**src/rtl/pipe_ctrl_pkg.sv**
```systemverilog
// Shared definitions for the SimpleMIPS pipeline control unit.
// Optional performance counters in the top are enabled by PIPE_CTRL_PERF_EN.
package pipe_ctrl_pkg;

    localparam logic STALL  = 1'b1;
    localparam logic NOSTOP = 1'b0;

    localparam int unsigned PERF_W = 32;

    typedef enum logic {
        PC_RUN   = 1'b0,
        PC_FLUSH = 1'b1
    } pc_state_e;

endpackage

```
**src/rtl/pipe_ctrl_enc.sv**
```systemverilog
// Priority encoder: highest active stall request -> thermometer stall mask
// (bit 0 = PC) and one-hot bubble just below the highest stalled stage.
module pipe_ctrl_enc
    import pipe_ctrl_pkg::*;
#(
    parameter int unsigned NREQ = 3
) (
    input  logic [NREQ-1:0] req_i,
    output logic [NREQ:0]   stall_o,
    output logic [NREQ:0]   bubble_o
);

    logic        found;
    int unsigned h;

    always_comb begin
        found    = 1'b0;
        h        = 0;
        stall_o  = '0;
        bubble_o = '0;
        // Ascending scan: the last hit is the highest index.
        for (int unsigned k = 0; k < NREQ; k++) begin
            if (req_i[k]) begin
                found = 1'b1;
                h     = k;
            end
        end
        for (int unsigned j = 0; j <= NREQ; j++) begin
            stall_o[j]  = (found && (j <= h + 1)) ? STALL : NOSTOP;
            bubble_o[j] = found && (j == h + 2);
        end
    end

endmodule

```
**src/rtl/pipe_ctrl.sv**
```systemverilog
// Pipeline control: NREQ-source stall encoding, multi-cycle flush FSM, stall
// watchdog. Define PIPE_CTRL_PERF_EN to add stall_cnt/flush_cnt counters.
module pipe_ctrl
    import pipe_ctrl_pkg::*;
#(
    parameter int unsigned NREQ      = 3,
    parameter int unsigned FLUSH_CYC = 2,
    parameter int unsigned WD_W      = 8,
    parameter int unsigned WD_LIMIT  = 200
) (
    input  logic                     cpu_clk_50M,
    input  logic                     cpu_rst,
    input  logic [NREQ-1:0]          stallreq,
    input  logic                     flushreq,
    input  logic                     wd_clr,
    output logic [NREQ:0]            stall,
    output logic [NREQ:0]            bubble,
    output logic                     flush,
    output logic                     busy_flush,
    output logic                     stall_timeout
`ifdef PIPE_CTRL_PERF_EN
    ,
    output logic [NREQ*PERF_W-1:0]   stall_cnt,
    output logic [PERF_W-1:0]        flush_cnt
`endif
);

    localparam int unsigned FC_W = (FLUSH_CYC > 1) ? $clog2(FLUSH_CYC) : 1;
    localparam logic [FC_W-1:0] FC_LOAD = FC_W'(FLUSH_CYC - 1);
    localparam logic [WD_W-1:0] WD_HIT  = WD_W'(WD_LIMIT - 1);

    pc_state_e       state_q, state_d;
    logic [FC_W-1:0] fcnt_q, fcnt_d;
    logic [WD_W-1:0] wd_q, wd_d;
    logic            to_q, to_d;
    logic            wd_hit;

    logic [NREQ:0]   enc_stall;
    logic [NREQ:0]   enc_bubble;

    pipe_ctrl_enc #(
        .NREQ(NREQ)
    ) u_enc (
        .req_i   (stallreq),
        .stall_o (enc_stall),
        .bubble_o(enc_bubble)
    );

    always_ff @(posedge cpu_clk_50M) begin
        if (cpu_rst) begin
            state_q <= PC_RUN;
            fcnt_q  <= '0;
            wd_q    <= '0;
            to_q    <= 1'b0;
        end else begin
            state_q <= state_d;
            fcnt_q  <= fcnt_d;
            wd_q    <= wd_d;
            to_q    <= to_d;
        end
    end

    always_comb begin
        state_d    = state_q;
        fcnt_d     = fcnt_q;
        wd_d       = wd_q;
        wd_hit     = 1'b0;
        stall      = '0;
        bubble     = '0;
        flush      = 1'b0;
        busy_flush = 1'b0;
        case (state_q)
            PC_RUN: begin
                stall  = enc_stall;
                bubble = enc_bubble;
                if (flushreq) begin
                    state_d = PC_FLUSH;
                    fcnt_d  = FC_LOAD;
                end
                if (|enc_stall) begin
                    if (wd_q != '1) wd_d = wd_q + WD_W'(1);
                    wd_hit = (wd_q == WD_HIT);
                end else begin
                    wd_d = '0;
                end
            end
            PC_FLUSH: begin
                flush      = 1'b1;
                busy_flush = 1'b1;
                wd_d       = '0;
                if (flushreq)           fcnt_d  = FC_LOAD;
                else if (fcnt_q == '0)  state_d = PC_RUN;
                else                    fcnt_d  = fcnt_q - FC_W'(1);
            end
            default: state_d = PC_RUN;
        endcase
        // Clear beats a coincident watchdog hit.
        if (wd_clr)      to_d = 1'b0;
        else if (wd_hit) to_d = 1'b1;
        else             to_d = to_q;
    end

    assign stall_timeout = to_q;

`ifdef PIPE_CTRL_PERF_EN
    logic [PERF_W-1:0] scnt_q [NREQ];
    logic [PERF_W-1:0] fl_cnt_q;
    logic [NREQ+1:0]   st_ext;

    assign st_ext = {1'b0, enc_stall};

    // Source k is the highest request exactly where the thermometer ends at k+1.
    always_ff @(posedge cpu_clk_50M) begin
        if (cpu_rst) begin
            for (int unsigned k = 0; k < NREQ; k++) scnt_q[k] <= '0;
            fl_cnt_q <= '0;
        end else if (state_q == PC_RUN) begin
            for (int unsigned k = 0; k < NREQ; k++) begin
                if (st_ext[k+1] && !st_ext[k+2]) scnt_q[k] <= scnt_q[k] + PERF_W'(1);
            end
            if (flushreq) fl_cnt_q <= fl_cnt_q + PERF_W'(1);
        end
    end

    always_comb begin
        stall_cnt = '0;
        for (int unsigned k = 0; k < NREQ; k++) stall_cnt[k*PERF_W +: PERF_W] = scnt_q[k];
    end

    assign flush_cnt = fl_cnt_q;
`endif

endmodule

```
**config.mk**
```make
export PLATFORM = sky130hd
export DESIGN_NAME = pipe_ctrl
export DESIGN_NICKNAME = d
export VERILOG_FILES = /design/src/rtl/pipe_ctrl_pkg.sv /design/src/rtl/pipe_ctrl_enc.sv /design/src/rtl/pipe_ctrl.sv
export SDC_FILE = /design/constraint.sdc
export NUM_CORES = 1
export LEC_CHECK = 0
export BUFFER_PORTS_ARGS = -buffer_cell sky130_fd_sc_hd__buf_2
export CAP_MARGIN = 30
export CORE_AREA = 3 3 40 42
export CTS_CLUSTER_DIAMETER = 200
export DETAILED_ROUTE_END_ITERATION = 7
export DIE_AREA = 0 0 43 45
export GPL_TIMING_DRIVEN = 1
export MAX_ROUTING_LAYER = met4
export PLACE_DENSITY_LB_ADDON = 0.08
export SLEW_MARGIN = 20
export SYNTH_ARGS = -nofsm -noshare
export SYNTH_HDL_FRONTEND = slang
export SYNTH_SLANG_ARGS = --single-unit
```
**constraint.sdc**
```tcl
create_clock -name cpu_clk_50M -period 2.8 [get_ports cpu_clk_50M]
set_input_delay 0.42 -clock cpu_clk_50M [delete_from_list [all_inputs] [get_ports cpu_clk_50M]]
set_output_delay 0.42 -clock cpu_clk_50M [all_outputs]
set_load 0.01 [all_outputs]
```
; After elaboration in Yosys (flattened, before gate mapping)
; Cells that the tools add are included.
[word_totals]
elab_cells = 56
register_bits = 11
[classes]
eq_ne = 7
add_sub_neg = 4
reduce_logical = 11
mux = 25
n_lt_le_gt_ge = 4
bitwise_logic = 1
[ops]
columns = op, count
row1 = $eq A2 B32 Y1 const A, 2
row2 = $le A2 B32 Y1 const A, 2
row3 = $eq A1 B32 Y1 const A, 1
row4 = $le A1 B32 Y1 const A, 1
row5 = $logic_not A32 Y1, 1
row6 = $mux W1, 17
row7 = $mux W8, 2
row8 = $pmux W8 S2, 1
row9 = $add A8 B1 Y8 const B, 1
row10 = $eq A8 B8 Y1 const B, 1
row11 = $logic_and A1 B1 Y1, 8
row12 = $mux W4, 2
row13 = $ne A8 B8 Y1 const B, 1
row14 = $pmux W1 S2, 2
row15 = $reduce_or A4 Y1, 1
row16 = $add A2 B1 Y3 const B, 1
row17 = $add A2 B2 Y3 const B, 1
row18 = $le A1 B3 Y1 const A, 1
row19 = $ne A3 B3 Y1 const B, 1
row20 = $mux W2, 1
row21 = $ne A2 B2 Y1 const B, 1
row22 = $reduce_or A2 Y1, 1
row23 = $not A1 Y1, 1
row24 = $sub A1 B1 Y1 const B, 1

; Longest topological paths before layout
[depth]
ltp_word = 9
ltp_mapped = 4
ltp_nobuf = 4

; Cells and area by module
; Synthesis repeated with hierarchy kept, for this count alone.
[unflattened]
hier_cells = 80
hier_area_um2 = 695.7
[modules_own_cells]
columns = module, n_inst, seq_area_each_um2, cells_per_inst, area_per_inst_um2
row1 = pipe_ctrl, 1, 220.2, 71, 636.9
row2 = pipe_ctrl_enc, 1, 0.0, 9, 58.8

; Least setup slack after synthesis
; No wires, ideal clock.
[synth_path]
path_kind = input -> output
startpoint = input stallreq[2]
endpoint = output stall[1]
stages = 3
setup_slack_ns = 1.434
n_path_buf = 1
arrival_time_ns = 0.946
cell_sequence = nor3_1 nor2_1 buf_4
[synth_via]
elab_chain_len = 6
[synth_rtl]
columns = element, line_no
row1 = from (decl), pipe_ctrl.sv:13  ; input logic [NREQ-1:0] stallreq,
row2 = $mux W2, pipe_ctrl_enc.sv:23  ; if (req_i[k]) begin
row3 = $add A2 B1 Y3, pipe_ctrl_enc.sv:29  ; stall_o[j] = (found && (j <= h + 1)) ? STALL : NOSTOP;
row4 = $le A1 B32 Y1, pipe_ctrl_enc.sv:29
row5 = $logic_and A1 B1 Y1 *, pipe_ctrl_enc.sv:29
row6 = $mux W1 *, pipe_ctrl_enc.sv:29
row7 = $mux W4 *, pipe_ctrl.sv:72  ; case (state_q)
row8 = to (decl), pipe_ctrl.sv:16  ; output logic [NREQ:0] stall,
; Every way passes the cells marked *; elsewhere a longest branch is shown, timed or not.

; Final worst setup path
[layout_path]
startpoint = register state_q
endpoint = output bubble[2]
[layout_via]
elab_chain_len = 1
[layout_rtl]
columns = element, line_no
row1 = from (decl), pipe_ctrl.sv:32  ; pc_state_e state_q, state_d;
row2 = from (signal assigned), pipe_ctrl.sv:56  ; state_q <= state_d;
row3 = $mux W4, pipe_ctrl.sv:72
row4 = to (decl), pipe_ctrl.sv:17  ; output logic [NREQ:0] bubble,
; No other way between the ends.

==> results.txt <==
Detailed placement finished with a half-perimeter wire length of 869.1 um. The TritonCTS buffer count was 3; the initial antenna violation count was 0. The tools report the deepest clock path buffer count as 2. The register area share after synthesis was 36.67%. Most frequent standard cell in the layout excluding fill and tap cells: buf_2. Setup repair after global routing left no endpoint under its margin. The power per standard cell area is 452.3 mW/mm^2. The total count of max-transition violations in the final report is 0. Counting I/O delays and the setup requirement, the final critical path takes 1539 ps. The initial standard-cell utilization of the core came out at 46.74%. Mean number of vias per cell: 5.594.

For this design, the CTS-stage hold fixing added 0 buffers. Data arrives at the worst endpoint at 1120 ps. The worst IR drop on VDD is 0.2480 mV. Capturing element type of the critical path: an output pin. Across all register-to-register paths, the minimum setup slack is 1300 ps. The netlist area before placement came out at 600.6 um^2.

The leakage power summed over all cells came out at 0.2654 nW. The per-instance average area after synthesis is 8.341 um^2. The floorplan step defined a die boundary enclosing 0.001935 mm^2. Of all nets on the critical path, the largest fanout is 10.

The maximum number of pins on one net before global-route repair is 11. In the final design database the tool counted 96 nets. Global routing used 14.74% of the available tracks across all layers.

For the total number of placement rows, the log shows 13. Critical path's largest stage delay: 480 ps. The share of the clock period used by the worst path after layout is 54.97%, and the core box area is 0.001285 mm^2. The run gives 0 as the post-CTS setup buffer count.

The startpoint of the lowest-slack hold path was cpu_rst. CTS placed an instance of clkbuf_4 at the clock tree root. Clock-pin slew was measured on the worst setup and hold paths at 70 ps. In the routed design, unresolved DRC markers number 0. The run gives 0.3067 mW as the total power of the final layout. The share of the synthesized area in the top cell type is 36.67%. In this run the worst hold path is classified as in2reg. After detailed routing, the total wire length is 1203 um.

The final global-route overflow total is 0. Startpoint kind of the worst setup timing path: a flop. The cell type with the largest total area after synthesis is dfxtp_1.

The tools report the placer congestion estimate as 0.7597. Placed cell area: 651.9 um^2. The logs give 0 for the quantity of gates resized following cts and 72 for the post-synthesis cell count.

For hold timing, the worst endpoint is state_q$_SDFF_PP0_. The number of antenna diodes in the final layout is 0. At the later pin of the worst-skew pair, clock insertion delay measures 270 ps. Leaving out fill and tap cells, the most frequent cells in the layout are buf_2, dfxtp_1, nor2_1. CTS saw 11 sinks. For this run, the top clock speed supported by timing is 649.7 MHz. The tools report the post-synthesis cell type count as 29. Counting instances, the worst hold path has a depth of 2.

The tools report the number of nets with antenna violations after routing as 0. The tools report the reported max-cap violation count as 0. Yosys attributes the largest share of cell area to dfxtp_1, a21oi_1, nor3_1, buf_4, nor2_1. The first global-routing pass estimated 2090 um of wire.

Dividing the detail-routed wire length by the instance count gives 11.91 um. The Yosys warning count is 0. The logs give 20 for the count of routing violations after the opening detailed-route iteration and 1 for the count of H-tree levels built during CTS. The worst register-to-register path begins at wd_q[0]$_SDFFE_PP0P_. Overall die width: 43 um.

The endpoint identified for the worst register-to-register timing path is wd_q[5]$_SDFFE_PP0P_. Of the cells placed in the final design, the portion with a size suffix greater than 1 is 22.09%. In this run the count of I/O pins placed on the die edge is 18. Among cell families on the critical path, the largest total delay comes from flip-flops. The first detailed-routing pass ran for 4 iterations.

The length in cells of the worst reg-to-reg path is 4. With fillers left out, the area of the finished cells amounts to 678.2 um^2. The critical path goes through inv_1 -> and3_1 -> buf_2. Port buffering added 15 buffers. For the number of global-route vias before repair, the log shows 491. Together, buffers and inverters on the worst path number 2.

Setup total negative slack on the finished layout was measured at 0 ps. Measured along the y axis, the die boundary spans 45 um. The run finished with clean final reports.

On the final layout, the worst clock skew is 3.556 ps. For this design, the slowest cell found on the critical path is dfxtp_1. The routed layout has 565 vias. The number of setup violations in the final report is 0, and the layout-stage area growth over the synthesis result is 12.92%. For the worst setup path, the data required time is 2380 ps. By startpoint and endpoint, the worst setup path is classified as reg2out.

The number of hold-slack violations in the final timing report came out at 0. TritonCTS built the clock tree. The synthesized design contains 11 register bits.
[final cells by class]
class,count,area (um^2)
fill,129,606.8
multi-input combinational,53,326.6
sequential,11,220.2
timing repair buffer,15,75.07
clock buffer,4,26.28
tap,15,18.77
inverter,3,11.26
[cell usage after synthesis]
master,count
a2111oi_0,1
a211oi_1,2
a21boi_0,1
a21oi_1,6
a311oi_2,1
a31oi_1,1
and2_1,1
and3_1,2
and4_1,3
buf_2,1
buf_4,4
buf_6,1
conb_1,1
dfxtp_1,11
ha_1,2
inv_1,3
nand2_1,2
nand3_1,4
nand3b_1,1
nand4_1,2
nand4bb_1,1
nor2_1,7
nor2b_1,1
nor3_1,6
nor3b_1,2
nor4_1,1
o21a_1,1
o21ai_0,2
or3_1,1
[kinds of logic (layout without fill, tap and decap cells)]
| family | count (synthesis) | count (layout) | synth area share (%) |
|---|---|---|---|
| DFF | 11 | 11 | 36.67 |
| other | 1 | 2 | 0.6244 |
| AOI/OAI and AO/OA | 15 | 15 | 16.67 |
| and+or+nand+nor | 34 | 34 | 32.30 |
| adders and majority gates | 2 | 2 | 4.166 |
| buffers and inverters | 9 | 22 | 9.582 |
[how the worst max path moves through the flow]
stage                             startpoint  cells past startpoint        end
after global placement           stallreq[2]                      4   stall[0]
after global routing      state_q$_SDFF_PP0_                      3  bubble[2]
after detailed placement         stallreq[2]                      4   stall[1]
after floorplan                  stallreq[2]                      3   stall[1]
after CTS                 state_q$_SDFF_PP0_                      3  bubble[2]
final                     state_q$_SDFF_PP0_                      3  bubble[2]
[layer usage]
metal  global-route usage [%]  vias up  share of wire, %
met5                        -        -                 0
met4                    3.614        0                 0
met3                    6.375        0               9.8
met2                    22.46       22                43
met1                    18.09      256                47
li1                         -      287                 -
[per-stage QoR]
stage	utilization, %	instances	setup slack (ps)	hold WS [ps]
finish	52.78	101	1261	346.1
CTS	52.78	101	1249	340.5
detailed placement	50.73	97	1303	457.1
floorplan	-	73	1434	451.4
global route	52.78	101	1144	356.4
global placement	50.73	97	1348	443.7
[power by group]
| part | switching [mW] | total [mW] | leakage (nW) | internal (mW) |
|---|---|---|---|---|
| registers | 0.00665 | 0.167 | 0.0896 | 0.161 |
| logic | 0.0185 | 0.0330 | 0.161 | 0.0145 |
| clock network | 0.0511 | 0.106 | 0.0150 | 0.0552 |
[sequential cells by signal (all words and copies together), names as in the netlist]
signal,cells
wd_q,8
stall_timeout,1
fcnt_q,1
state_q,1
Power figures use the tool's default switching activity.
